File: config.mk
export PLATFORM = sky130hd
export DESIGN_NAME = if_id_queue
export DESIGN_NICKNAME = d
export VERILOG_FILES = /design/src/rtl/if_id_queue.sv
export SDC_FILE = /design/constraint.sdc
export NUM_CORES = 1
export LEC_CHECK = 0
export CORE_ASPECT_RATIO = 1.25
export CORE_UTILIZATION = 30
export DETAILED_ROUTE_END_ITERATION = 10
export PLACE_DENSITY = 0.44
export SLEW_MARGIN = 40
export SYNTH_ARGS = -nofsm -noshare
export SYNTH_HDL_FRONTEND = slang
export SYNTH_SLANG_ARGS = --single-unit
File: constraint.sdc
create_clock -name clk -period 5.06 [get_ports clk]
set_clock_uncertainty 0.05 [all_clocks]
set_input_delay 0.506 -clock clk [delete_from_list [all_inputs] [get_ports clk]]
set_output_delay 0.506 -clock clk [all_outputs]
set_load 0.05 [all_outputs]
File: src/rtl/if_id_queue.sv
// Fetch-to-decode instruction queue: small FIFO of {ins, pc} with show-ahead
// head, fetch hold request with in-flight slack, flush and sticky overflow.
module if_id_queue #(
  parameter int DEPTH = 4,
  parameter int SLACK = 2
) (
  input  logic                       clk,
  input  logic                       rst,
  input  logic                       flush,
  input  logic                       in_valid,
  input  logic [31:0]                in_ins,
  input  logic [31:0]                in_pc,
  output logic                       hold_req,
  output logic                       out_valid,
  output logic [31:0]                out_ins,
  output logic [31:0]                out_pc,
  input  logic                       id_ready,
  output logic                       overflow,
  output logic [$clog2(DEPTH):0]     count
);

  localparam int AW = $clog2(DEPTH);
  localparam int CW = AW + 1;
  localparam logic [31:0] NOP = 32'h0000_0013;

  logic [63:0]   mem_q [DEPTH];
  logic [63:0]   mem_d [DEPTH];
  logic [AW-1:0] rd_ptr_q, rd_ptr_d;
  logic [AW-1:0] wr_ptr_q, wr_ptr_d;
  logic [CW-1:0] count_q, count_d;
  logic          overflow_q, overflow_d;

  logic rd, wr, drop;

  always_comb begin
    rd   = (count_q != '0) && id_ready && !flush;
    wr   = in_valid && !flush && ((count_q < CW'(DEPTH)) || rd);
    drop = in_valid && !flush && !wr;

    mem_d      = mem_q;
    rd_ptr_d   = rd_ptr_q;
    wr_ptr_d   = wr_ptr_q;
    count_d    = count_q;
    overflow_d = overflow_q | drop;

    if (flush) begin
      rd_ptr_d = '0;
      wr_ptr_d = '0;
      count_d  = '0;
    end else begin
      if (wr) begin
        mem_d[wr_ptr_q] = {in_ins, in_pc};
        wr_ptr_d        = wr_ptr_q + AW'(1);
      end
      if (rd) begin
        rd_ptr_d = rd_ptr_q + AW'(1);
      end
      // simultaneous read and write leaves occupancy unchanged
      if (wr && !rd) begin
        count_d = count_q + CW'(1);
      end else if (rd && !wr) begin
        count_d = count_q - CW'(1);
      end
    end
  end

  always_ff @(posedge clk) begin
    if (!rst) begin
      for (int i = 0; i < DEPTH; i++) begin
        mem_q[i] <= '0;
      end
      rd_ptr_q   <= '0;
      wr_ptr_q   <= '0;
      count_q    <= '0;
      overflow_q <= 1'b0;
    end else begin
      mem_q      <= mem_d;
      rd_ptr_q   <= rd_ptr_d;
      wr_ptr_q   <= wr_ptr_d;
      count_q    <= count_d;
      overflow_q <= overflow_d;
    end
  end

  // all outputs decode registered state only
  assign out_valid = (count_q != '0);
  assign out_ins   = out_valid ? mem_q[rd_ptr_q][63:32] : NOP;
  assign out_pc    = out_valid ? mem_q[rd_ptr_q][31:0]  : 32'h0;
  assign hold_req  = (count_q >= CW'(DEPTH - SLACK));
  assign overflow  = overflow_q;
  assign count     = count_q;

endmodule

==> flow_summary.yaml <==
pwr:
  p_leak_nw: 6.62
  p_total_mw: 4.64
  power_density_nw_per_um2: 322
  ir_drop_mv: 0.228
synth:
  synth-seq-cells: 264
  yosys.cell_types.count: 27
  synth_nets: 1174
  synth_ff_type: "dfxtp_1"
  synth_area_sq_um: 11800
  seq_area_frac_synth_pct: 44.9
  synthCells: 1099
  syn_area_per_cell_sq_um: 10.7
  synth_edf_count: 0
  synthArstFlopShare_pct: 0
  yosys_warnings: 0
sta:
  fin_tns_setup_ns: 0
  worst_pin_slew_ns: 0.736
  finalHoldViolCount: 0
  relSlewSlack_pct: 50.9
  maxSlewViolCount: 0
  period_share_pct: 76.7
  rsz0062_at_grt: "false"
  setup_viol: 0
  period_needed_ns: 3.88
  max_freq_ghz: 0.258
final_layout:
  nets: 1274
  layout_commonest_cell: "nand2_1"
  antenna_cells: 0
  drive_gt1_share_pct: 10.7
  syn_to_final_growth_pct: 22.2
  final_cell_mix: "nand2_1, dfxtp_1, mux2i_1, clkdlybuf4s50_1, mux4_2"
clock_tree:
  cts_max_path_buffers: 3
  clock_latency_ns: 0.55
  cts_resized: 0
  cts_sinks: 264
  clk_pin_slew_worst_paths_ns: 0.06
  cts_setup_buffers: 0
  cts_root_buffer: "clkbuf_16"
  h-tree-depth: 1
  cts_tree: "yes"
  cts_buffers: 30
  cts_hold_buf: 0
die:
  die-area_sq_um: 40100
  boundaryPins: 139
  fp.dieH_um: 224
  die_x_um: 179
  start_util_pct: 30.7
  rows: 80
  core_sq_um: 38400
critical_path:
  cp.required_ns: 4.50
  worstPathArrival_ns: 3.33
  start_kind: "register"
  timing.rr.start: "count[2]"
  crit_family: "buffers and inverters"
  end_kind: "output pin"
  critical_path_class: "register to output pin"
  crit_buf_inv: 3
  cp_slowest_stage_delay_ns: 0.70
  cp_slowest_cell: "clkdlybuf4s50_1"
  crit_chain: "or2_1 > nor2_2 > clkinv_2 > buf_4 > and2_1 > clkdlybuf4s50_1"
  startpoint: "count[2]"
  path_max_fanout: 43
global_routing:
  gr-total-overflow: 0
  grt_pass1_vias: 8309
  antenna_found_initial: 1
  grt_max_degree: 116
  grt.total_usage_pct: 14.9
  grt_pass1_wl_um: 46700
placement:
  port_buffers: 138
  hpwl_um: 17200
  gp_congestion: 0.693
route:
  dr.first_iter.drc_count: 343
  ant_nets: 0
  vias_per_cell: 4.68
  firstDrtPassIters: 7
  wl_per_cell_um: 17.2
  vias: 8000
  wl_um: 29400
  drc_errors: 16
run:
  cap_violations: 0
hold_path:
  hold_class: "register to register"
  min_from: "mem_q[11]"
outcome:
  failed_checks: "DRC"
  outcome: "finished with violations"
==> worst min-delay path: stages (launching register included) <==
cell,delay (ns)
dfxtp_1,0.30
nand2_1,0.05
mux2i_1,0.05
==> layer usage <==
| layer | track usage [%] | up-vias | wire, um |
|---|---|---|---|
| li1 | - | 3938 | - |
| met1 | 20.3 | 3908 | 14100 |
| met2 | 24.3 | 126 | 13600 |
| met3 | 2.49 | 28 | 1210 |
| met4 | 3.50 | 0 | 373 |
| met5 | 0 | - | 0 |
==> sequential cells by signal, indices dropped and copies added, names as in the netlist <==
register  cells
overflow      1
count         3
rd_ptr_q      2
wr_ptr_q      2
mem_q       256
==> final cells by class <==
type	count	area, sq um
repair buffers	153	1590
fillers	3837	24000
clock buffers	47	906
clock inverters	3	40.0
inverters	5	20.0
multi-input cells	745	5940
flip-flops and latches	264	5290
well taps	492	616
==> kinds of logic (layout without fill, tap and decap cells) <==
family	after synthesis	after routing	share of synthesized area [%]
xor+xnor	4	4	0.297
flops	264	264	44.9
simple gates	405	405	14.5
compound gates	9	9	0.435
buf+inv	90	208	5.13
fa+ha+maj	6	6	0.701
mux	321	321	34.1
==> path summary, 6_finish.rpt <==
check                                    to  cells past startpoint  slack (ns)
worst max register to register     count[2]                     10        1.94
worst max-delay path            out_ins[11]                      6        1.18
worst min register to register    mem_q[11]                      2        0.41
worst min-delay path              mem_q[11]                      2        0.41
==> where the power goes <==
group,internal (mW),switching [mW]
combinational,0.165,0.234
sequential,2.11,0.0229
clock,1.26,0.843
total,3.54,1.10
==> stage by stage <==
step	util (%)	instances	cell area, sq um	setup WS [ns]	hold slack, ns
final	37.5	1709	14400	1.18	0.405
after global routing	37.5	1709	14400	0.880	0.423
after CTS	37.5	1709	14400	1.11	0.398
after detailed placement	35.0	1659	13500	1.74	0.399
after global placement	34.9	1657	13400	1.77	0.391
after floorplan	-	1099	11800	1.82	0.385
==> synthesized netlist by cell type (3+ instances only) <==
| cell | instances | area, sq um |
|---|---|---|
| ha_1 | 5 | 62.6 |
| nand3_1 | 7 | 35.0 |
| a21oi_1 | 4 | 20.0 |
| and2_1 | 61 | 382 |
| nor2_1 | 5 | 18.8 |
| nor2b_1 | 3 | 18.8 |
| mux2i_1 | 257 | 2570 |
| buf_12 | 5 | 100 |
| inv_1 | 4 | 15.0 |
| nand2_1 | 321 | 1200 |
| or2_1 | 4 | 25.0 |
| xor2_1 | 4 | 35.0 |
| buf_6 | 16 | 180 |
| clkbuf_1 | 38 | 143 |
| dfxtp_1 | 264 | 5290 |
| mux4_2 | 64 | 1440 |
| o21ai_0 | 3 | 15.0 |
| buf_4 | 13 | 97.6 |
| buf_2 | 13 | 65.1 |
Note: power is estimated with default switching activity, not from simulation.
